File: src/rtl/region_signal_gen.sv
// ---------------------------------------------------------------------------
// region_signal_gen
//
// Purpose:
//   Checks the current VGA pixel coordinate against NUM_REGIONS programmable
//   rectangles (bat, stumps, ball zones) and raises a registered hit for each
//   region. A strike request is edge-detected and stretched over HOLD_FRAMES
//   frames, so the strike feedback stays on screen for longer than one frame.
//   'signal' combines the strike indication with all region hits. It feeds the
//   colour/collision logic.
//
// Ports:
//   clock         in   system clock, all state changes on the rising edge
//   reset         in   synchronous, active-high reset
//   xpixel        in   current pixel column  [X_WIDTH]
//   ypixel        in   current pixel row     [Y_WIDTH]
//   pixel_valid   in   coordinate is inside the active display area
//   frame_start   in   one-cycle pulse at the start of each frame
//   strike        in   level strike request from the game logic
//   cfg_we        in   region configuration write strobe
//   cfg_idx       in   index of the region to write [IDX_WIDTH]
//   cfg_xmin/xmax in   inclusive x bounds [X_WIDTH]
//   cfg_ymin/ymax in   inclusive y bounds [Y_WIDTH]
//   cfg_enable    in   region enable
//   region_hit    out  registered hit for each region [NUM_REGIONS]
//   strike_active out  registered strike indication (level OR hold)
//   signal        out  registered OR of strike_active and all region hits
// ---------------------------------------------------------------------------
module region_signal_gen #(
    parameter int NUM_REGIONS = 4,
    parameter int X_WIDTH     = 10,
    parameter int Y_WIDTH     = 9,
    parameter int HOLD_FRAMES = 8,
    parameter int IDX_WIDTH   = 2
) (
    input  logic                   clock,
    input  logic                   reset,
    input  logic [X_WIDTH-1:0]     xpixel,
    input  logic [Y_WIDTH-1:0]     ypixel,
    input  logic                   pixel_valid,
    input  logic                   frame_start,
    input  logic                   strike,
    input  logic                   cfg_we,
    input  logic [IDX_WIDTH-1:0]   cfg_idx,
    input  logic [X_WIDTH-1:0]     cfg_xmin,
    input  logic [X_WIDTH-1:0]     cfg_xmax,
    input  logic [Y_WIDTH-1:0]     cfg_ymin,
    input  logic [Y_WIDTH-1:0]     cfg_ymax,
    input  logic                   cfg_enable,
    output logic [NUM_REGIONS-1:0] region_hit,
    output logic                   strike_active,
    output logic                   signal
);

    typedef struct packed {
        logic [X_WIDTH-1:0] xmin;
        logic [X_WIDTH-1:0] xmax;
        logic [Y_WIDTH-1:0] ymin;
        logic [Y_WIDTH-1:0] ymax;
        logic               enable;
    } region_t;

    typedef enum logic {
        ST_IDLE = 1'b0,
        ST_HOLD = 1'b1
    } state_t;

    localparam logic [7:0] HOLD_CNT  = 8'(HOLD_FRAMES);
    localparam bit         STRETCH   = (HOLD_FRAMES > 0);

    // Region 0 comes out of reset as the default bat zone. The others come out
    // of reset cleared and disabled.
    localparam region_t REGION0_DEFAULT = '{
        xmin:   X_WIDTH'(4),
        xmax:   X_WIDTH'(7),
        ymin:   Y_WIDTH'(175),
        ymax:   Y_WIDTH'(230),
        enable: 1'b1
    };

    region_t                r_region [NUM_REGIONS];
    region_t                w_cfg;
    logic [NUM_REGIONS-1:0] w_hit_next;

    state_t                 r_state;
    state_t                 w_state_next;
    logic [7:0]             r_cnt;
    logic [7:0]             w_cnt_next;
    logic                   r_strike_q;
    logic                   w_rise;
    logic                   w_strike_active_next;

    logic [NUM_REGIONS-1:0] r_region_hit;
    logic                   r_strike_active;
    logic                   r_signal;

    assign w_cfg = '{
        xmin:   cfg_xmin,
        xmax:   cfg_xmax,
        ymin:   cfg_ymin,
        ymax:   cfg_ymax,
        enable: cfg_enable
    };

    // -----------------------------------------------------------------------
    // Region configuration storage
    // -----------------------------------------------------------------------
    // NOTE: this register array is reset on purpose. Region 0 must be usable
    // straight after reset, so the array cannot power up with random bounds.
    // An index at or above NUM_REGIONS matches no entry, so that write is
    // dropped.
    always_ff @(posedge clock) begin
        if (reset) begin
            for (int i = 0; i < NUM_REGIONS; i++) begin
                r_region[i] <= '0;
            end
            r_region[0] <= REGION0_DEFAULT;
        end else if (cfg_we) begin
            for (int i = 0; i < NUM_REGIONS; i++) begin
                if (int'(cfg_idx) == i) begin
                    r_region[i] <= w_cfg;
                end
            end
        end
    end

    // -----------------------------------------------------------------------
    // Region compare (unsigned, inclusive). The compare uses the stored
    // bounds, so a pixel sampled on the same edge as a config write still sees
    // the old bounds. An inverted rectangle can never pass both comparisons.
    // -----------------------------------------------------------------------
    // NOTE: each signal written in always_comb gets a default value first.
    // This ensures no path leaves it unassigned, so no latch is inferred.
    always_comb begin
        w_hit_next = '0;
        for (int i = 0; i < NUM_REGIONS; i++) begin
            w_hit_next[i] = r_region[i].enable & pixel_valid
                          & (xpixel >= r_region[i].xmin) & (xpixel <= r_region[i].xmax)
                          & (ypixel >= r_region[i].ymin) & (ypixel <= r_region[i].ymax);
        end
    end

    // -----------------------------------------------------------------------
    // Strike stretch FSM: next-state logic
    // -----------------------------------------------------------------------
    assign w_rise = strike & ~r_strike_q;

    always_comb begin
        w_state_next = r_state;
        w_cnt_next   = r_cnt;
        case (r_state)
            ST_IDLE: begin
                if (w_rise && STRETCH) begin
                    w_state_next = ST_HOLD;
                    w_cnt_next   = HOLD_CNT;
                end
            end
            ST_HOLD: begin
                // A retrigger takes priority over a frame_start on the same
                // edge. The count reloads and does not decrement.
                if (w_rise) begin
                    w_cnt_next = HOLD_CNT;
                end else if (frame_start) begin
                    w_cnt_next = r_cnt - 8'd1;
                    if (r_cnt == 8'd1) begin
                        w_state_next = ST_IDLE;
                    end
                end
            end
            default: begin
                w_state_next = ST_IDLE;
                w_cnt_next   = '0;
            end
        endcase
    end

    // The registered outputs are built from next-state values. This gives
    // strike_active and signal the same single-cycle latency as region_hit.
    assign w_strike_active_next = strike | (w_state_next == ST_HOLD);

    // -----------------------------------------------------------------------
    // FSM state and registered outputs
    // -----------------------------------------------------------------------
    // NOTE: sequential state uses non-blocking assignments only. All registers
    // then update together from values taken before the clock edge.
    always_ff @(posedge clock) begin
        if (reset) begin
            r_state         <= ST_IDLE;
            r_cnt           <= '0;
            r_strike_q      <= 1'b0;
            r_region_hit    <= '0;
            r_strike_active <= 1'b0;
            r_signal        <= 1'b0;
        end else begin
            r_state         <= w_state_next;
            r_cnt           <= w_cnt_next;
            r_strike_q      <= strike;
            r_region_hit    <= w_hit_next;
            r_strike_active <= w_strike_active_next;
            r_signal        <= w_strike_active_next | (|w_hit_next);
        end
    end

    assign region_hit    = r_region_hit;
    assign strike_active = r_strike_active;
    assign signal        = r_signal;

endmodule
File: config.mk
export PLATFORM = sky130hd
export DESIGN_NAME = region_signal_gen
export DESIGN_NICKNAME = d
export VERILOG_FILES = /design/src/rtl/region_signal_gen.sv
export SDC_FILE = /design/constraint.sdc
export NUM_CORES = 1
export LEC_CHECK = 0
export BUFFER_PORTS_ARGS = -buffer_cell sky130_fd_sc_hd__buf_2
export CAP_MARGIN = 20
export CELL_PAD_IN_SITES_DETAIL_PLACEMENT = 0
export CELL_PAD_IN_SITES_GLOBAL_PLACEMENT = 1
export CORE_MARGIN = 5
export CORE_UTILIZATION = 49
export DETAILED_ROUTE_END_ITERATION = 8
export MAX_ROUTING_LAYER = met4
export PLACE_DENSITY_LB_ADDON = 0.25
export SLEW_MARGIN = 20
export SYNTH_ARGS = -nofsm -noshare
export SYNTH_HDL_FRONTEND = slang
export SYNTH_SLANG_ARGS = --single-unit
File: constraint.sdc
create_clock -name clock -period 2.3 [get_ports clock]
set_input_delay 0.115 -clock clock [delete_from_list [all_inputs] [get_ports clock]]
set_output_delay 0.115 -clock clock [all_outputs]
set_load 0.05 [all_outputs]
==> impl_results.html <==
<table>
<tr><th>Metric</th><th>Value</th></tr>
<tr><th colspan="2">Drt</th></tr>
<tr><td>Post-detailed-route count of antenna-violating nets</td><td>0</td></tr>
<tr><td>Number of search-and-repair iterations in the first detailed-routing pass</td><td>5</td></tr>
<tr><td>First DRT Iteration DRCs</td><td>approximately 400</td></tr>
<tr><td>Number of remaining DRC errors</td><td>0</td></tr>
<tr><td>Average wire length per cell after detail routing</td><td>approximately 18 um</td></tr>
<tr><td>Total wirelength of the detailed-routed design</td><td>approximately 24 mm</td></tr>
<tr><td>Via count</td><td>between 6k and 7k</td></tr>
<tr><td>Average vias per placed instance</td><td>roughly 5.3</td></tr>
<tr><th colspan="2">Yosys</th></tr>
<tr><td>Number of enable flip-flop cells after synthesis</td><td>between 150 and 200</td></tr>
<tr><td>Share of the synthesized area in the top cell type</td><td>0.463</td></tr>
<tr><td>Leading register cell type out of synthesis</td><td>sky130_fd_sc_hd__edfxtp_1</td></tr>
<tr><td>Flip-flop and latch count after synthesis</td><td>172</td></tr>
<tr><td>Leading cell types by total area after synthesis</td><td>sky130_fd_sc_hd__edfxtp_1 46%, sky130_fd_sc_hd__ha_1 19%, sky130_fd_sc_hd__and2_1 7.2%, sky130_fd_sc_hd__inv_1 5.5%, sky130_fd_sc_hd__dfxtp_1 3.2%</td></tr>
<tr><td>Largest area contributor in the netlist</td><td>sky130_fd_sc_hd__edfxtp_1</td></tr>
<tr><td>Mapped cell area</td><td>10100 um^2</td></tr>
<tr><td>Post-Syn Instances</td><td>about 940</td></tr>
<tr><td>Sequential element share of the synthesized area</td><td>0.495</td></tr>
<tr><td>Post-synthesis average cell area</td><td>10.8 um^2</td></tr>
<tr><td>Net count of the mapped netlist</td><td>between 1k and 1.5k</td></tr>
<tr><td>Total of warnings raised by yosys</td><td>0</td></tr>
<tr><td>Distinct cells, synth</td><td>46</td></tr>
<tr><td>Share of synthesized registers carrying an async set or reset</td><td>0</td></tr>
<tr><th colspan="2">Clock tree</th></tr>
<tr><td>CTS H-tree lvls</td><td>4</td></tr>
<tr><td>Worst-path clk slew</td><td>0.07 ns</td></tr>
<tr><td>Max clock buf depth</td><td>2</td></tr>
<tr><td>Clock tree root buffer cell</td><td>sky130_fd_sc_hd__clkbuf_16</td></tr>
<tr><td>CTS buffer count</td><td>17</td></tr>
<tr><td>Clock sink count</td><td>between 150 and 200</td></tr>
<tr><td>Setup Buffers After CTS</td><td>0</td></tr>
<tr><td>TritonCTS clock tree</td><td>done</td></tr>
<tr><td>Clock latency of the later-clocked register in the worst-skew pair</td><td>~0.43 ns</td></tr>
<tr><th colspan="2">Timing</th></tr>
<tr><td>Period utilisation layout</td><td>0.959</td></tr>
<tr><td>Final Setup Violations</td><td>0</td></tr>
<tr><td>Count of final max-slew check failures</td><td>0</td></tr>
<tr><td>Remaining max-slew budget at the tightest pin</td><td>0.294</td></tr>
<tr><td>RSZ-0062 raised after global routing</td><td>false</td></tr>
<tr><td>Worst clock skew</td><td>around 0.0063 ns</td></tr>
<tr><td>Shortest period the worst path allows</td><td>2.21 ns</td></tr>
<tr><td>Hold Slack</td><td>~0.011 ns</td></tr>
<tr><td>Transition time of the tightest slew-check pin</td><td>1.06 ns</td></tr>
<tr><td>Crit path setup slack, layout</td><td>roughly 0.093 ns</td></tr>
<tr><td>Setup TNS Final</td><td>0 ns</td></tr>
<tr><td>Final Hold Violating Endpoints</td><td>0</td></tr>
<tr><td>Fmax achieved</td><td>around 450 MHz</td></tr>
<tr><th colspan="2">Critical path</th></tr>
<tr><td>Critical path destination</td><td>signal$_SDFF_PP0_</td></tr>
<tr><td>Kind of start point of the critical path</td><td>flip-flop</td></tr>
<tr><td>Critical-path cell with the highest stage delay</td><td>sky130_fd_sc_hd__o41ai_2</td></tr>
<tr><td>Crit path from</td><td>r_region[0][22]$_SDFFCE_PN0P_</td></tr>
<tr><td>Endpoint of the lowest-slack register-to-register path</td><td>signal$_SDFF_PP0_</td></tr>
<tr><td>Critical path required time</td><td>between 2 and 3 ns</td></tr>
<tr><td>CP arrival</td><td>roughly 2.6 ns</td></tr>
<tr><td>Max incr delay on CP</td><td>~0.4 ns</td></tr>
<tr><td>Type of the worst setup path</td><td>reg2reg</td></tr>
<tr><td>R2r startpoint</td><td>r_region[0][22]$_SDFFCE_PN0P_</td></tr>
<tr><td>Reg2Reg Setup Slack</td><td>approximately 0.093 ns</td></tr>
<tr><td>Kind of end point of the critical path</td><td>flip-flop</td></tr>
<tr><td>Cell chain of the critical path</td><td>inv_1 -&gt; ha_1 -&gt; a21o_1 -&gt; nand3_2 -&gt; a21oi_2 -&gt; o41ai_2 -&gt; o2111ai_2 -&gt; a221o_1 -&gt; a41oi_2</td></tr>
<tr><td>Peak fanout along the critical path</td><td>2</td></tr>
<tr><td>Number of cells on the worst reg-to-reg path</td><td>9</td></tr>
<tr><th colspan="2">Floorplan</th></tr>
<tr><td>Total core area</td><td>slightly above 20000 um^2</td></tr>
<tr><td>Height of the die</td><td>154 um</td></tr>
<tr><td>Floorplan row count</td><td>between 50 and 60</td></tr>
<tr><td>Initial cell density of the core</td><td>0.498</td></tr>
<tr><td>Overall die area</td><td>between 20000 and 25000 um^2</td></tr>
<tr><td>Die span in x</td><td>~150 um</td></tr>
<tr><td>IO Pins</td><td>around 70</td></tr>
<tr><th colspan="2">Placement</th></tr>
<tr><td>Weighted congestion at the end of routability-driven global placement</td><td>about 0.84</td></tr>
<tr><td>Post-placement setup slack</td><td>approximately 0.055 ns</td></tr>
<tr><td>Number of buffers inserted by port buffering</td><td>between 70 and 80</td></tr>
<tr><td>Half-perimeter wire length of the detailed placement result</td><td>approximately 16 mm</td></tr>
<tr><td>Area post-placement</td><td>around 11000 um^2</td></tr>
<tr><th colspan="2">Global routing</th></tr>
<tr><td>Met1 routing resource usage after global routing</td><td>0.302</td></tr>
<tr><td>Grt peak-use layer</td><td>met2</td></tr>
<tr><td>Met2 routing resource usage after global routing</td><td>0.322</td></tr>
<tr><td>Largest net degree at the start of global routing</td><td>40</td></tr>
<tr><td>Wire length of the first global-routing pass</td><td>roughly 38 mm</td></tr>
<tr><td>Total congestion overflow</td><td>0</td></tr>
<tr><td>GRT Total Usage</td><td>0.213</td></tr>
<tr><td>Met3 usage in global routing</td><td>0.0301</td></tr>
<tr><td>Number of antenna violations at the first check in global routing</td><td>0</td></tr>
<tr><td>Via count of the first global-routing pass</td><td>~6.9k</td></tr>
<tr><th colspan="2">Final layout</th></tr>
<tr><td>Synthesis-to-finish area growth</td><td>15.8%</td></tr>
<tr><td>Final cell area excluding filler cells</td><td>11700 um^2</td></tr>
<tr><td>Fraction of final layout cells sized beyond drive strength 1</td><td>0.124</td></tr>
<tr><td>Fill cell count</td><td>roughly 1.8k</td></tr>
<tr><td>Number of nets in the final layout</td><td>about 1.3k</td></tr>
<tr><td>Antenna cells</td><td>0</td></tr>
<tr><th colspan="2">Pwr</th></tr>
<tr><td>Fraction of power spent switching nets</td><td>0.259</td></tr>
<tr><td>Comb power frac</td><td>0.150</td></tr>
<tr><td>Lkg Pwr</td><td>5.33 nW</td></tr>
<tr><td>Design internal power</td><td>5.83 mW</td></tr>
<tr><td>Power Density</td><td>roughly 670 nW/um^2</td></tr>
<tr><td>Fraction of power consumed by sequential logic</td><td>0.472</td></tr>
<tr><td>Worst vdd rail ir drop</td><td>0.650 mV</td></tr>
<tr><td>Clock group share of total power</td><td>0.377</td></tr>
<tr><td>Power Total</td><td>7.87 mW</td></tr>
<tr><td>Switching pwr</td><td>between 2 and 2.5 mW</td></tr>
<tr><th colspan="2">Run status</th></tr>
<tr><td>Result of the run</td><td>completed</td></tr>
<tr><th colspan="2">Flow run</th></tr>
<tr><td>Max-Cap Viols</td><td>0</td></tr>
<tr><th colspan="2">Min path</th></tr>
<tr><td>Type of the worst min-delay path</td><td>in2reg</td></tr>
</table>
## cell families after synthesis
group	count (synthesis)	share of synthesized area
and+or+nand+nor	304	0.163
DFF	172	0.495
buffers and inverters	169	0.0627
adders and majority gates	154	0.190
AOI/OAI and AO/OA	132	0.0837
xor gates and xnor gates	6	0.00519
## through the flow
stage	util	instances
2_1_floorplan	-	937
3_3_place_gp	0.538	1273
3_5_place_dp	0.538	1273
4_1_cts	0.576	1322
5_1_grt	0.577	1322
6_report	0.577	1322
## power groups by stage
stage | registers (mW) | clock network, mW | logic (mW)
3_5_place_dp | 3.78 | 0 | 1.15
2_1_floorplan | 3.77 | 0 | 0.704
4_1_cts | 3.72 | 3.00 | 1.18
5_1_grt | 3.74 | 3.14 | 1.36
3_3_place_gp | 3.78 | 0 | 1.14
6_report | 3.72 | 2.97 | 1.18
## metal layers
| metal | share of wire | wire [um] |
|---|---|---|
| met5 | 0 | 0 |
| met4 | 0.015 | 359 |
| met3 | 0.038 | 911 |
| met2 | 0.45 | 10600 |
| met1 | 0.50 | 11900 |
## worst min path at each step
stage | start | end | slack, ns | cells past startpoint
after CTS | cfg_ymax[5] | r_region[0][6]$_SDFFCE_PN0P_ | 0.001 | 3
after floorplan | reset | r_strike_q$_SDFF_PP0_ | 0.19 | 1
after global placement | strike | r_strike_q$_SDFF_PP0_ | 0.36 | 2
after detailed placement | strike | r_strike_q$_SDFF_PP0_ | 0.36 | 2
after global routing | cfg_xmax[4] | r_region[2][23]$_SDFFCE_PN0P_ | 0.006 | 2
final | cfg_ymin[7] | r_region[2][17]$_SDFFCE_PN0P_ | 0.01 | 2
## worst max-delay path, delay by kind of cell (launching register included)
kind                       cells  cell delay [ns]
AOI/OAI and AO/OA              6             1.39
adders and majority gates      1             0.23
buffers and inverters          1             0.07
DFF                            1             0.38
and+or+nand+nor                1             0.08
## Yosys cell counts, drive strengths merged (11+ instances only)
master and n:
and2 117, and3 25, a21oi 41, clkbuf 20
nand4 18, ha 154, nand2 59, a211oi 11
inv 148, nor2 32, edfxtp 156, dfxtp 16
nand3 17, o21ai 31
## layout make-up
| cell class | count | area [um^2] | share of cell area |
|---|---|---|---|
| clock buffer | 17 | 425 | 0.0363 |
| clock inverter | 15 | 170 | 0.0145 |
| timing repair buffer | 104 | 696 | 0.0594 |
| tap | 270 | 338 | 0.0288 |
| sequential | 172 | 5000 | 0.427 |
| multi-input combinational | 596 | 4520 | 0.386 |
| inverter | 148 | 556 | 0.0474 |
## timing repair
item / CTS / global route
setup endpoints to repair: 0 / 2
hold buffers: 17 / 0
endpoints found under the hold margin: 27 / 0
gates resized for setup: 0 / 5
## sequential cells by signal (all words and copies together), names as in the netlist
register       cells
region_hit         4
r_cnt              8
r_region         156
strike_active      1
r_state            1
r_strike_q         1
signal             1
## placed cells by master, fill, tap and decap left out, types with 6 or more instances in the layout
cell type,synthesis,routed
sky130_fd_sc_hd__o211ai_1,9,9
sky130_fd_sc_hd__buf_4,0,12
sky130_fd_sc_hd__nand2_1,59,58
sky130_fd_sc_hd__nand3_1,17,16
sky130_fd_sc_hd__dfxtp_1,16,16
sky130_fd_sc_hd__edfxtp_1,156,156
sky130_fd_sc_hd__nor2_1,32,32
sky130_fd_sc_hd__ha_1,154,154
sky130_fd_sc_hd__o21ai_0,30,30
sky130_fd_sc_hd__a211oi_1,11,11
sky130_fd_sc_hd__clkbuf_16,0,17
sky130_fd_sc_hd__nand4_1,18,18
sky130_fd_sc_hd__and2_1,117,117
sky130_fd_sc_hd__a21oi_1,40,38
sky130_fd_sc_hd__dlygate4sd3_1,0,17
sky130_fd_sc_hd__and3_1,25,25
sky130_fd_sc_hd__buf_2,0,71
sky130_fd_sc_hd__nor2b_1,7,7
sky130_fd_sc_hd__inv_1,147,147
sky130_fd_sc_hd__a21o_1,8,8
sky130_fd_sc_hd__nor3_1,9,6
sky130_fd_sc_hd__nand2b_1,9,9
Power figures use the tool's default switching activity.
